`config.mk`:
```
export PLATFORM = sky130hd
export DESIGN_NAME = multicycle_controller
export DESIGN_NICKNAME = d
export VERILOG_FILES = /design/src/rtl/ctrl_pkg.sv /design/src/rtl/ctrl_decode.sv /design/src/rtl/multicycle_controller.sv
export SDC_FILE = /design/constraint.sdc
export NUM_CORES = 1
export LEC_CHECK = 0
export CAP_MARGIN = 10
export CORE_MARGIN = 3
export CORE_UTILIZATION = 35
export CTS_CLUSTER_DIAMETER = 80
export DETAILED_ROUTE_END_ITERATION = 8
export GPL_TIMING_DRIVEN = 0
export PLACE_DENSITY = 0.62
export SYNTH_ARGS = -nofsm -noshare
export SYNTH_HDL_FRONTEND = slang
export SYNTH_SLANG_ARGS = --single-unit
```
`constraint.sdc`:
```
create_clock -name clk -period 2.8 [get_ports clk]
set_input_delay 0.28 -clock clk [delete_from_list [all_inputs] [get_ports clk]]
set_output_delay 0.28 -clock clk [all_outputs]
set_load 0.1 [all_outputs]
```
`src/rtl/ctrl_pkg.sv`:
```
// Shared constants and types for the multi-cycle RV32I controller.
package ctrl_pkg;

    // RV32I major opcodes (instr[6:0])
    localparam logic [6:0] OP_L    = 7'b0000011;
    localparam logic [6:0] OP_S    = 7'b0100011;
    localparam logic [6:0] OP_R    = 7'b0110011;
    localparam logic [6:0] OP_I    = 7'b0010011;
    localparam logic [6:0] OP_B    = 7'b1100011;
    localparam logic [6:0] OP_JAL  = 7'b1101111;
    localparam logic [6:0] OP_JALR = 7'b1100111;
    localparam logic [6:0] OP_LUI  = 7'b0110111;

    // ALU operation select
    localparam logic [1:0] ALUOP_ADD    = 2'b00;
    localparam logic [1:0] ALUOP_BRANCH = 2'b01;
    localparam logic [1:0] ALUOP_FUNCT  = 2'b10;
    localparam logic [1:0] ALUOP_PASS   = 2'b11;

    typedef enum logic [2:0] {
        StIdle   = 3'd0,
        StFetch  = 3'd1,
        StDecode = 3'd2,
        StExec   = 3'd3,
        StMem    = 3'd4,
        StWb     = 3'd5,
        StTrap   = 3'd6
    } state_e;

    // Instruction class; J covers JAL/JALR, U covers LUI
    typedef enum logic [2:0] {
        ClsNone = 3'd0,
        ClsL    = 3'd1,
        ClsS    = 3'd2,
        ClsR    = 3'd3,
        ClsI    = 3'd4,
        ClsB    = 3'd5,
        ClsJ    = 3'd6,
        ClsU    = 3'd7
    } op_class_e;

endpackage

```
`src/rtl/ctrl_decode.sv`:
```
// Combinational opcode classifier.
// Optional build macro: CTRL_JUMP_EN makes JAL, JALR and LUI legal.
module ctrl_decode
    import ctrl_pkg::*;
(
    input  logic [6:0] opcode,
    output op_class_e  op_class,
    output logic       legal
);

    // Map opcode to its class; anything unrecognised is ClsNone
    always_comb begin
        op_class = ClsNone;
        case (opcode)
            OP_L:    op_class = ClsL;
            OP_S:    op_class = ClsS;
            OP_R:    op_class = ClsR;
            OP_I:    op_class = ClsI;
            OP_B:    op_class = ClsB;
`ifdef CTRL_JUMP_EN
            OP_JAL:  op_class = ClsJ;
            OP_JALR: op_class = ClsJ;
            OP_LUI:  op_class = ClsU;
`endif
            default: op_class = ClsNone;
        endcase
        legal = (op_class != ClsNone);
    end

endmodule

```
`src/rtl/multicycle_controller.sv`:
```
// Multi-cycle control FSM: FETCH/DECODE/EXEC/MEM/WB sequencing with a memory
// ready timeout, stall freeze in DECODE/EXEC and an illegal-opcode trap.
// Optional build macro: CTRL_JUMP_EN (handled inside ctrl_decode).
module multicycle_controller
    import ctrl_pkg::*;
#(
    parameter int unsigned MEM_TIMEOUT = 15
) (
    input  logic       clk,
    input  logic       rst_n,
    input  logic [6:0] opcode,
    input  logic       stall,
    input  logic       mem_ready,
    output logic       fetch_req,
    output logic       ir_write,
    output logic       pc_write,
    output logic       branch,
    output logic       memread,
    output logic       memwrite,
    output logic       memtoreg,
    output logic       alusrc,
    output logic       regwrite,
    output logic [1:0] aluop,
    output logic       jump,
    output logic       illegal_op,
    output logic       mem_timeout,
    output logic [2:0] state
);

    localparam int unsigned CNT_W = $clog2(MEM_TIMEOUT + 1);
    localparam logic [CNT_W-1:0] CNT_MAX = CNT_W'(MEM_TIMEOUT);

    state_e           state_q, state_d;
    logic [6:0]       opcode_q, opcode_d;
    op_class_e        cls_q, cls_d;
    logic [CNT_W-1:0] cnt_q, cnt_d;
    logic             illegal_q, illegal_d;
    logic             timeout_q, timeout_d;

    op_class_e        dec_cls;
    logic             dec_legal;

    ctrl_decode u_decode (
        .opcode   (opcode),
        .op_class (dec_cls),
        .legal    (dec_legal)
    );

    // Next-state, capture and wait-counter logic
    always_comb begin
        state_d   = state_q;
        opcode_d  = opcode_q;
        cls_d     = cls_q;
        cnt_d     = '0;  // zero outside FETCH/MEM, so every entry starts cleared
        illegal_d = illegal_q;
        timeout_d = timeout_q;
        unique case (state_q)
            StIdle: begin
                if (!stall) state_d = StFetch;
            end
            StFetch: begin
                if (mem_ready) begin
                    state_d = StDecode;
                end else if (cnt_q == CNT_MAX) begin
                    state_d   = StTrap;
                    timeout_d = 1'b1;
                end else begin
                    cnt_d = cnt_q + CNT_W'(1);
                end
            end
            StDecode: begin
                if (!stall) begin
                    if (dec_legal) begin
                        state_d  = StExec;
                        opcode_d = opcode;
                        cls_d    = dec_cls;
                    end else begin
                        state_d   = StTrap;
                        illegal_d = 1'b1;
                    end
                end
            end
            StExec: begin
                if (!stall) begin
                    unique case (cls_q)
                        ClsL, ClsS:             state_d = StMem;
                        ClsR, ClsI, ClsJ, ClsU: state_d = StWb;
                        ClsB:                   state_d = StFetch;
                        default: begin
                            state_d   = StTrap;
                            illegal_d = 1'b1;
                        end
                    endcase
                end
            end
            StMem: begin
                if (mem_ready) begin
                    state_d = (cls_q == ClsL) ? StWb : StFetch;
                end else if (cnt_q == CNT_MAX) begin
                    state_d   = StTrap;
                    timeout_d = 1'b1;
                end else begin
                    cnt_d = cnt_q + CNT_W'(1);
                end
            end
            StWb:    state_d = StFetch;
            StTrap:  state_d = StTrap;
            default: state_d = StIdle;
        endcase
    end

    // Datapath strobes decoded from state and the captured instruction class
    always_comb begin
        fetch_req = 1'b0;
        ir_write  = 1'b0;
        pc_write  = 1'b0;
        branch    = 1'b0;
        memread   = 1'b0;
        memwrite  = 1'b0;
        memtoreg  = 1'b0;
        alusrc    = 1'b0;
        regwrite  = 1'b0;
        aluop     = ALUOP_ADD;
        jump      = 1'b0;
        unique case (state_q)
            StFetch: begin
                fetch_req = 1'b1;
                ir_write  = mem_ready;
                pc_write  = mem_ready;
            end
            StExec: begin
                if (!stall) begin
                    unique case (cls_q)
                        ClsL, ClsS, ClsI: alusrc = 1'b1;
                        ClsR:             aluop  = ALUOP_FUNCT;
                        ClsB: begin
                            branch = 1'b1;
                            aluop  = ALUOP_BRANCH;
                        end
                        ClsJ: begin
                            jump     = 1'b1;
                            pc_write = 1'b1;
                            alusrc   = (opcode_q == OP_JALR);
                        end
                        ClsU: begin
                            alusrc = 1'b1;
                            aluop  = ALUOP_PASS;
                        end
                        default: ;
                    endcase
                end
            end
            StMem: begin
                memread  = (cls_q == ClsL);
                memwrite = (cls_q == ClsS);
            end
            StWb: begin
                regwrite = 1'b1;
                memtoreg = (cls_q == ClsL);
            end
            default: ;
        endcase
    end

    // State register; reset drops any in-flight request immediately
    always_ff @(posedge clk or negedge rst_n) begin
        if (!rst_n) begin
            state_q   <= StIdle;
            opcode_q  <= '0;
            cls_q     <= ClsNone;
            cnt_q     <= '0;
            illegal_q <= 1'b0;
            timeout_q <= 1'b0;
        end else begin
            state_q   <= state_d;
            opcode_q  <= opcode_d;
            cls_q     <= cls_d;
            cnt_q     <= cnt_d;
            illegal_q <= illegal_d;
            timeout_q <= timeout_d;
        end
    end

    assign illegal_op  = illegal_q;
    assign mem_timeout = timeout_q;
    assign state       = state_q;

endmodule

```
==> impl_table.tex, run 1 <==
\begin{tabular}{lr}
\hline
Metric & Value \\
\hline
\multicolumn{2}{l}{\textbf{Drt}} \\
Metal3 WL & about 140 um \\
Total detailed-routing wirelength & 2470 um \\
Total iterations of the first detailed-routing run & 4 \\
Top routing layer in use & met4 \\
Post-Route M1 WL & between 1000 and 1500 um \\
Routed length on met2 & 1050 um \\
Number of DRC markers after the initial detailed-route iteration & 21 \\
Avg Vias per Cell & between 5 and 6 \\
Residual DRC count & 0 \\
Average wire per standard cell & 14.1 um \\
Routed via count & 955 \\
Final antenna-violating net count & 0 \\
\multicolumn{2}{l}{\textbf{GRT}} \\
Grt ovf & 0 \\
Largest net degree at the start of global routing & 20 \\
Overall global routing resource usage & between 10\% and 20\% \\
Antenna violations before repair & 0 \\
Wire length of the first global-routing pass & 4160 um \\
Number of global-route vias before repair & 948 \\
\multicolumn{2}{l}{\textbf{Clock tree}} \\
Total CTS buffers & 3 \\
Cell at the root of the clock tree & sky130\_fd\_sc\_hd\_\_clkbuf\_4 \\
Sinks on Clock Net & 19 \\
TritonCTS clock tree & yes \\
Number of buffers on the longest clock path & 2 \\
Worst-Skew Late Latency & about 300 ps \\
H-tree Lvls & 1 \\
Post-CTS Repair Setup Buffers & 0 \\
Clk pin slew, worst setup/hold paths & 110 ps \\
\multicolumn{2}{l}{\textbf{STA}} \\
Fmax achieved & 376 MHz \\
Hold WS & 449 ps \\
Final Skew & 3.14 ps \\
Least-Margin Pin Slew & slightly below 1000 ps \\
Period minus WS final & 2660 ps \\
Final hold vios & 0 \\
Number of pins exceeding their max-slew limit in the final report & 0 \\
Post-route setup TNS & 0 ps \\
Max-Slew Margin vs Limit & 35.0\% \\
RSZ-0062 raised after global routing & false \\
\# setup viols final & 0 \\
Period Utilization, post-route & 95.0\% \\
\multicolumn{2}{l}{\textbf{Logic synthesis}} \\
Syn\_nets & between 100 and 150 \\
Cell taking the most area after synthesis & sky130\_fd\_sc\_hd\_\_dfrtp\_1 \\
Share of synthesized area spent on multiplexers & $\sim$3.1\% \\
Dominant synthesized flop cell & sky130\_fd\_sc\_hd\_\_dfrtp\_1 \\
Post-synthesis share of cell area spent on full adders, half adders and majority gates & $\sim$1.1\% \\
Synthesized instance count & approximately 110 \\
Dominant combinational cell family by area after synthesis & simple AND/OR/NAND/NOR gates \\
Compound-cell area share of the yosys netlist & a little under a fifth \\
Largest cells by area after synthesis & sky130\_fd\_sc\_hd\_\_dfrtp\_1 (44\%), sky130\_fd\_sc\_hd\_\_nand2b\_1 (4.6\%), sky130\_fd\_sc\_hd\_\_nor2\_1 (3.8\%), sky130\_fd\_sc\_hd\_\_mux2\_2 (3.1\%), sky130\_fd\_sc\_hd\_\_a21oi\_1 (2.8\%) \\
Proportion of synthesized chip area in sequential cells & 43.7\% \\
Total number of yosys warnings & 0 \\
Top cell type's share of synthesized area & $\sim$44\% \\
Distinct cells, synth & 42 \\
Xor-xnor portion of the synthesized cell area & 0.805\% \\
Average instance area after synthesis & 9.55 um\^{}2 \\
EDFF count, synth & 0 \\
FFs w/ async S/R, synth & 100\% \\
Flip-flop and latch count after synthesis & 19 \\
Fraction of the mapped netlist area in simple logic gates & 28.6\% \\
Area of the mapped netlist & 1090 um\^{}2 \\
\multicolumn{2}{l}{\textbf{Setup path}} \\
Critical path origin & state[1] \\
Worst endpoint required time & 2520 ps \\
Kind of start point of the critical path & register \\
Slack of the worst reg-to-reg path & $\sim$900 ps \\
Endpoint of the most critical register-to-register path & state[1] \\
Slowest stage delay, CP & between 800 and 900 ps \\
CP Cell Sequence & clkbuf\_1, nand2b\_1, nor4\_4, clkdlybuf4s15\_1 \\
Largest delay contributor family on the critical path & buffers and inverters \\
Endpoint kind of the worst setup timing path & output port \\
R2R cell count & 5 \\
Largest fanout on the critical path & 10 \\
Type of the worst setup path & register to output port \\
CP Capture Point & memread \\
Depth of the critical timing path with buffers and inverters included & 4 \\
Buf+Inv Stages, Crit Path & 2 \\
Critical R2R Launch & state[0] \\
Crit path max-delay cell type & sky130\_fd\_sc\_hd\_\_clkdlybuf4s15\_1 \\
Data arrival at the endpoint of the critical path & 2380 ps \\
\multicolumn{2}{l}{\textbf{Floorplan}} \\
Die X & 61.8 um \\
Initial core utilization & approximately two fifths \\
Die Outline Area & 3820 um\^{}2 \\
Number of placement rows & 19 \\
Floorplan die height & 61.8 um \\
I/O pins & 28 \\
Core outline area & 2850 um\^{}2 \\
\multicolumn{2}{l}{\textbf{Final layout}} \\
Area added between synthesis and finish & 33.3\% \\
Number of antenna cells inserted & 0 \\
Layout cell share with drive strength beyond 1 & 19.4\% \\
Total number of nets in the final design & $\sim$160 \\
Number of fillers in the final layout & 278 \\
Commonest non-fill, non-tap cell in the layout & sky130\_fd\_sc\_hd\_\_dfrtp\_1 \\
Commonest non-fill, non-tap cells in the layout & sky130\_fd\_sc\_hd\_\_dfrtp\_1 (17), sky130\_fd\_sc\_hd\_\_clkdlybuf4s50\_1 (14), sky130\_fd\_sc\_hd\_\_nand2b\_1 (8), sky130\_fd\_sc\_hd\_\_nor2\_1 (8), sky130\_fd\_sc\_hd\_\_clkbuf\_1 (6) \\
\multicolumn{2}{l}{\textbf{Power}} \\
Peak ir drop on the vdd network & 0.000351 V \\
Leak pwr & 0.619 nW \\
Pwr per Cell Area & 833 nW/um\^{}2 \\
Total power after layout & 1.21 mW \\
\multicolumn{2}{l}{\textbf{Worst hold path}} \\
Worst hold path class & input port to asynchronous set/reset pin \\
\multicolumn{2}{l}{\textbf{Flow run}} \\
Count of max-cap constraint violations & 0 \\
\multicolumn{2}{l}{\textbf{Outcome}} \\
Result of the run & completed \\
\multicolumn{2}{l}{\textbf{Placement}} \\
Number of port buffers & 26 \\
Routability Congestion & 0.802 \\
Post-DP HPWL & 1930 um \\
\hline
\end{tabular}
-- flip-flops by register name, indices dropped and copies added (netlist names) --
| name | flops |
|---|---|
| state | 3 |
| opcode_q | 7 |
| cls_q | 3 |
| illegal_op | 1 |
| mem_timeout | 1 |
| cnt_q | 4 |
-- layer usage --
metal  global-route usage [%]  up-vias
met1                     20.0      446
met2                     22.9       29
met4                     6.36        0
met5                        0        -
met3                     2.89        5
li1                         -      475
-- layout make-up --
class | instances | area (um^2) | area share, %
Timing Repair Buffer | 26 | 238 | 16.4
Sequential cell | 19 | 478 | 32.9
Inverter | 4 | 15.0 | 1.03
Multi-Input combinational cell | 85 | 626 | 43.1
Tap cell | 31 | 38.8 | 2.67
Clock buffer | 4 | 26.3 | 1.81
Buffer | 6 | 30.0 | 2.07
-- cell families after synthesis --
kind of cell	count (synthesis)
compound gates	28
xor+xnor	1
fa+ha+maj	1
buf+inv	10
flops	19
mux	3
simple gates	52
-- where the power goes --
part           switching (mW)  total [mW]  internal (mW)  leakage (nW)
combinational           0.511       0.695          0.184         0.359
sequential             0.0422       0.372          0.330         0.246
clock                  0.0862       0.142         0.0555        0.0150
-- per-stage QoR --
step	setup WS [ps]	utilization, %	cell area [um^2]	cells
after global placement	-105	50.7	1450	171
after global routing	0.386	50.9	1450	175
after CTS	0.329	51.6	1470	175
final	141	50.9	1450	175
after detailed placement	-102	50.7	1450	171
after floorplan	-501	-	1150	114
-- worst min path at each step --
stage	start	end	cells past startpoint
2_1_floorplan	rst_n	cls_q[0]	0
3_3_place_gp	opcode_q[0]	opcode_q[0]	1
3_5_place_dp	illegal_op	illegal_op	1
4_1_cts	stall	illegal_op	3
5_1_grt	stall	illegal_op	3
6_report	rst_n	state[1]	1
-- cell usage after synthesis, types with 2 or more instances --
cell type,count
sky130_fd_sc_hd__nand4b_1,2
sky130_fd_sc_hd__a21oi_1,6
sky130_fd_sc_hd__nor3b_1,2
sky130_fd_sc_hd__inv_1,4
sky130_fd_sc_hd__and2_1,3
sky130_fd_sc_hd__dfrtp_1,19
sky130_fd_sc_hd__mux2_2,3
sky130_fd_sc_hd__nor2_1,11
sky130_fd_sc_hd__nor3_1,4
sky130_fd_sc_hd__clkbuf_1,5
sky130_fd_sc_hd__nand3b_1,3
sky130_fd_sc_hd__o21bai_1,2
sky130_fd_sc_hd__or2b_1,2
sky130_fd_sc_hd__nor4_1,3
sky130_fd_sc_hd__and3_1,3
sky130_fd_sc_hd__nand2_1,5
sky130_fd_sc_hd__o21ai_0,5
sky130_fd_sc_hd__nand2b_1,8
-- repair_timing --
| action | in CTS | in global routing |
|---|---|---|
| resized for setup | 23 | 9 |
| hold buffers | 0 | 0 |
| setup endpoints to repair | 12 | 6 |
| cloned | 0 | 0 |
Note: power is estimated with default switching activity, not from simulation.
==> run 2: changes to the inputs <==
--- a/config.mk
+++ b/config.mk
@@ -10,6 +10,7 @@
 export CORE_UTILIZATION = 35
 export CTS_CLUSTER_DIAMETER = 80
 export DETAILED_ROUTE_END_ITERATION = 8
+export GPL_ROUTABILITY_DRIVEN = 1
 export GPL_TIMING_DRIVEN = 0
 export PLACE_DENSITY = 0.62
 export SYNTH_ARGS = -nofsm -noshare
==> results of run 2 <==
Same layout as run 1: the final DEF is identical, and so are final timing and power.
==> run 3: changes to the inputs <==
--- a/config.mk
+++ b/config.mk
@@ -6,7 +6,7 @@
 export NUM_CORES = 1
 export LEC_CHECK = 0
 export CAP_MARGIN = 10
-export CORE_MARGIN = 3
+export CORE_MARGIN = 8
 export CORE_UTILIZATION = 35
 export CTS_CLUSTER_DIAMETER = 80
 export DETAILED_ROUTE_END_ITERATION = 8
==> run 3 against run 2 <==
Against the previous run: power decreased by 0.32%; final cell count increased by 1.1%; die area increased by 35%; clock skew increased by 12 ps; combinational power increased by 0.9%; via count increased by 0.42%; global-route usage decreased by 3.8 points; highest routed layer unchanged.
==> impl_table.tex, run 3 (synthesized netlist as in run 1, its figures left out) <==
\begin{tabular}{lr}
\hline
Metric & Value \\
\hline
\multicolumn{2}{l}{\textbf{Setup path}} \\
Type of the worst setup path & register to output port \\
Crit path max-delay cell type & sky130\_fd\_sc\_hd\_\_dlygate4sd2\_1 \\
Worst endpoint required time & 2520 ps (about the same) \\
Largest fanout on the critical path & 10 (unchanged) \\
Largest delay contributor family on the critical path & buffers and inverters \\
Critical path origin & state[0] \\
CP Capture Point & ir\_write \\
Endpoint of the most critical register-to-register path & state[1] \\
Endpoint kind of the worst setup timing path & output port \\
Depth of the critical timing path with buffers and inverters included & 5 (+1) \\
Kind of start point of the critical path & register \\
Buf+Inv Stages, Crit Path & 2 (unchanged) \\
R2R cell count & 5 (unchanged) \\
CP Cell Sequence & clkbuf\_1, nand2b\_1, nor2\_4, and2\_2, dlygate4sd2\_1 \\
Data arrival at the endpoint of the critical path & 2350 ps (-30 ps) \\
Slowest stage delay, CP & 850 ps (about the same) \\
Critical R2R Launch & state[0] \\
Slack of the worst reg-to-reg path & 910 ps (about the same) \\
\multicolumn{2}{l}{\textbf{STA}} \\
RSZ-0062 raised after global routing & false \\
Hold WS & 457 ps (+7.11 ps) \\
Period minus WS final & 2630 ps (-32.4 ps) \\
Max-Slew Margin vs Limit & 34.1\% (-0.90 points) \\
Fmax achieved & 381 MHz (+1.2\%) \\
Least-Margin Pin Slew & 985 ps (+13.5 ps) \\
Number of pins exceeding their max-slew limit in the final report & 0 (unchanged) \\
Period Utilization, post-route & 93.8\% (-1.2 points) \\
Setup ws final & 173 ps (+32.4 ps) \\
Final Skew & 15.2 ps (+12.1 ps) \\
Final hold vios & 0 (unchanged) \\
\# setup viols final & 0 (unchanged) \\
\multicolumn{2}{l}{\textbf{Outcome}} \\
Result of the run & completed \\
\multicolumn{2}{l}{\textbf{Placement}} \\
Routability Congestion & 0.786 (-2.0\%) \\
Number of port buffers & 26 (unchanged) \\
Post-DP HPWL & 2070 um (+7.3\%) \\
Place WS & -105 ps (-3.40 ps) \\
DP Cell Count & 173 (+1.2\%) \\
\multicolumn{2}{l}{\textbf{Final layout}} \\
Area added between synthesis and finish & 32.5\% \\
Largest registers in the final layout & opcode\_q x7, cnt\_q x4 \\
Non-filler instance count after layout & 177 (+1.1\%) \\
Commonest non-fill, non-tap cell in the layout & sky130\_fd\_sc\_hd\_\_dfrtp\_1 \\
Number of antenna cells inserted & 0 (unchanged) \\
Total number of nets in the final design & 157 (unchanged) \\
Layout cell share with drive strength beyond 1 & 20.8\% (+1.4 points) \\
Commonest non-fill, non-tap cells in the layout & sky130\_fd\_sc\_hd\_\_dfrtp\_1 (17), sky130\_fd\_sc\_hd\_\_clkdlybuf4s50\_1 (14), sky130\_fd\_sc\_hd\_\_nand2b\_1 (8), sky130\_fd\_sc\_hd\_\_nor2\_1 (8) \\
Top reg by flops & opcode\_q \\
Flip-flop count of the largest register after layout & 7 (unchanged) \\
Final core utilization & 48.0\% (-2.8 points) \\
\multicolumn{2}{l}{\textbf{Drt}} \\
Post-Route M1 WL & 1160 um (-6.1\%) \\
Top routing layer in use & met4 \\
Routed via count & 959 (+0.42\%) \\
Metal3 WL & 190 um (+32\%) \\
Residual DRC count & 0 (unchanged) \\
Routed length on met2 & 1210 um (+15\%) \\
Avg Vias per Cell & 5.42 (-0.72\%) \\
Number of DRC markers after the initial detailed-route iteration & 50 (+140\%) \\
Average wire per standard cell & 14.6 um (+3.3\%) \\
Total iterations of the first detailed-routing run & 4 (unchanged) \\
Total detailed-routing wirelength & 2580 um (+4.4\%) \\
Final antenna-violating net count & 0 (unchanged) \\
\multicolumn{2}{l}{\textbf{Clock tree}} \\
Cell at the root of the clock tree & sky130\_fd\_sc\_hd\_\_clkbuf\_4 \\
TritonCTS clock tree & yes \\
H-tree Lvls & 1 (unchanged) \\
Total CTS buffers & 3 (unchanged) \\
Worst-Skew Late Latency & 300 ps (about the same) \\
Number of hold buffers added after CTS & 0 (unchanged) \\
Clk pin slew, worst setup/hold paths & 110 ps (about the same) \\
Sinks on Clock Net & 19 (unchanged) \\
Number of buffers on the longest clock path & 2 (unchanged) \\
Post-CTS Repair Setup Buffers & 0 (unchanged) \\
\multicolumn{2}{l}{\textbf{Power}} \\
Switching portion of total power & 52.6\% (-0.31 points) \\
Power share of the sequential group & 30.6\% (-0.2 points) \\
Proportion of power drawn by the clock network & 11.2\% (-0.5 points) \\
Leak pwr & 0.636 nW (+2.6\%) \\
Total power after layout & 1.20 mW (-0.32\%) \\
Internal Pwr Total & 572 uW (+0.33\%) \\
Pwr per Cell Area & 835 nW/um\^{}2 (+0.28\%) \\
Peak ir drop on the vdd network & 0.000322 V (-8.4\%) \\
Switching power & 633 uW (-0.91\%) \\
Combinational fraction of design power & 58.2\% (+0.7 points) \\
\multicolumn{2}{l}{\textbf{Worst hold path}} \\
Worst hold path class & input port to asynchronous set/reset pin \\
\multicolumn{2}{l}{\textbf{GRT}} \\
Antenna violations before repair & 0 (unchanged) \\
Largest net degree at the start of global routing & 20 (unchanged) \\
Wire length of the first global-routing pass & 4600 um (+10\%) \\
Number of global-route vias before repair & 965 (+1.8\%) \\
Grt ovf & 0 (unchanged) \\
Overall global routing resource usage & 11.0\% (-3.8 points) \\
\multicolumn{2}{l}{\textbf{Flow run}} \\
Count of max-cap constraint violations & 0 (unchanged) \\
\multicolumn{2}{l}{\textbf{Floorplan}} \\
Die Outline Area & 5150 um\^{}2 (+35\%) \\
Initial core utilization & 36.3\% (-1.9 points) \\
Number of placement rows & 20 (+1) \\
Die X & 71.8 um (+16\%) \\
Core outline area & 3000 um\^{}2 (+5.3\%) \\
I/O pins & 28 (unchanged) \\
Floorplan die height & 71.8 um (+16\%) \\
\hline
\end{tabular}
run 3: per-layer routing:
layer  vias to the layer above  GRT usage (%)
li1                        478              -
met1                       457           12.6
met2                        22           18.4
met3                         2           4.04
met4                         0           3.40
met5                         -              0
run 3: worst register-to-register path: cells and delay by family, from the launching register on:
| family | cells | cell delay [ps] |
|---|---|---|
| DFF | 1 | 380 |
| buffers and inverters | 1 | 380 |
| and+or+nand+nor | 3 | 870 |
| AOI/OAI and AO/OA | 1 | 150 |
run 3: power groups by stage:
stage                     sequential (mW)  combinational [mW]  clock [mW]
after floorplan                     0.501               0.428           0
after global placement              0.373               0.710           0
after detailed placement            0.375               0.716           0
after CTS                           0.369               0.710       0.142
after global routing                0.379               0.744       0.157
final                               0.369               0.701       0.135
run 3: timing repair:
item                                    CTS  global route
resized for setup                        21            13
pin swaps                                 0             0
endpoints found under the setup margin   11             8
hold endpoints to repair                  0             0
run 3: stage by stage:
step | cell area (um^2) | TNS, ps
6_report | 1440 | 0
2_1_floorplan | 1150 | -949
3_3_place_gp | 1450 | -292
4_1_cts | 1480 | 0
3_5_place_dp | 1450 | -264
5_1_grt | 1440 | 0
run 3: worst min path at each step:
| stage | from | endpoint | slack, ps |
|---|---|---|---|
| after floorplan | rst_n | cls_q[0] | -20 |
| after global placement | opcode_q[0] | opcode_q[0] | 450 |
| after global routing | stall | illegal_op | 500 |
| after CTS | stall | illegal_op | 460 |
| after detailed placement | illegal_op | illegal_op | 450 |
| final | rst_n | opcode_q[6] | 460 |
run 3: final cells by class:
class,instances,area [um^2]
clock inverter,1,5.00
multi-input combinational,85,626
inverter,4,15.0
buffer,6,30.0
sequential,19,478
tap,33,41.3
fill,302,1560
clock buffer,3,22.5
timing repair buffer,26,225
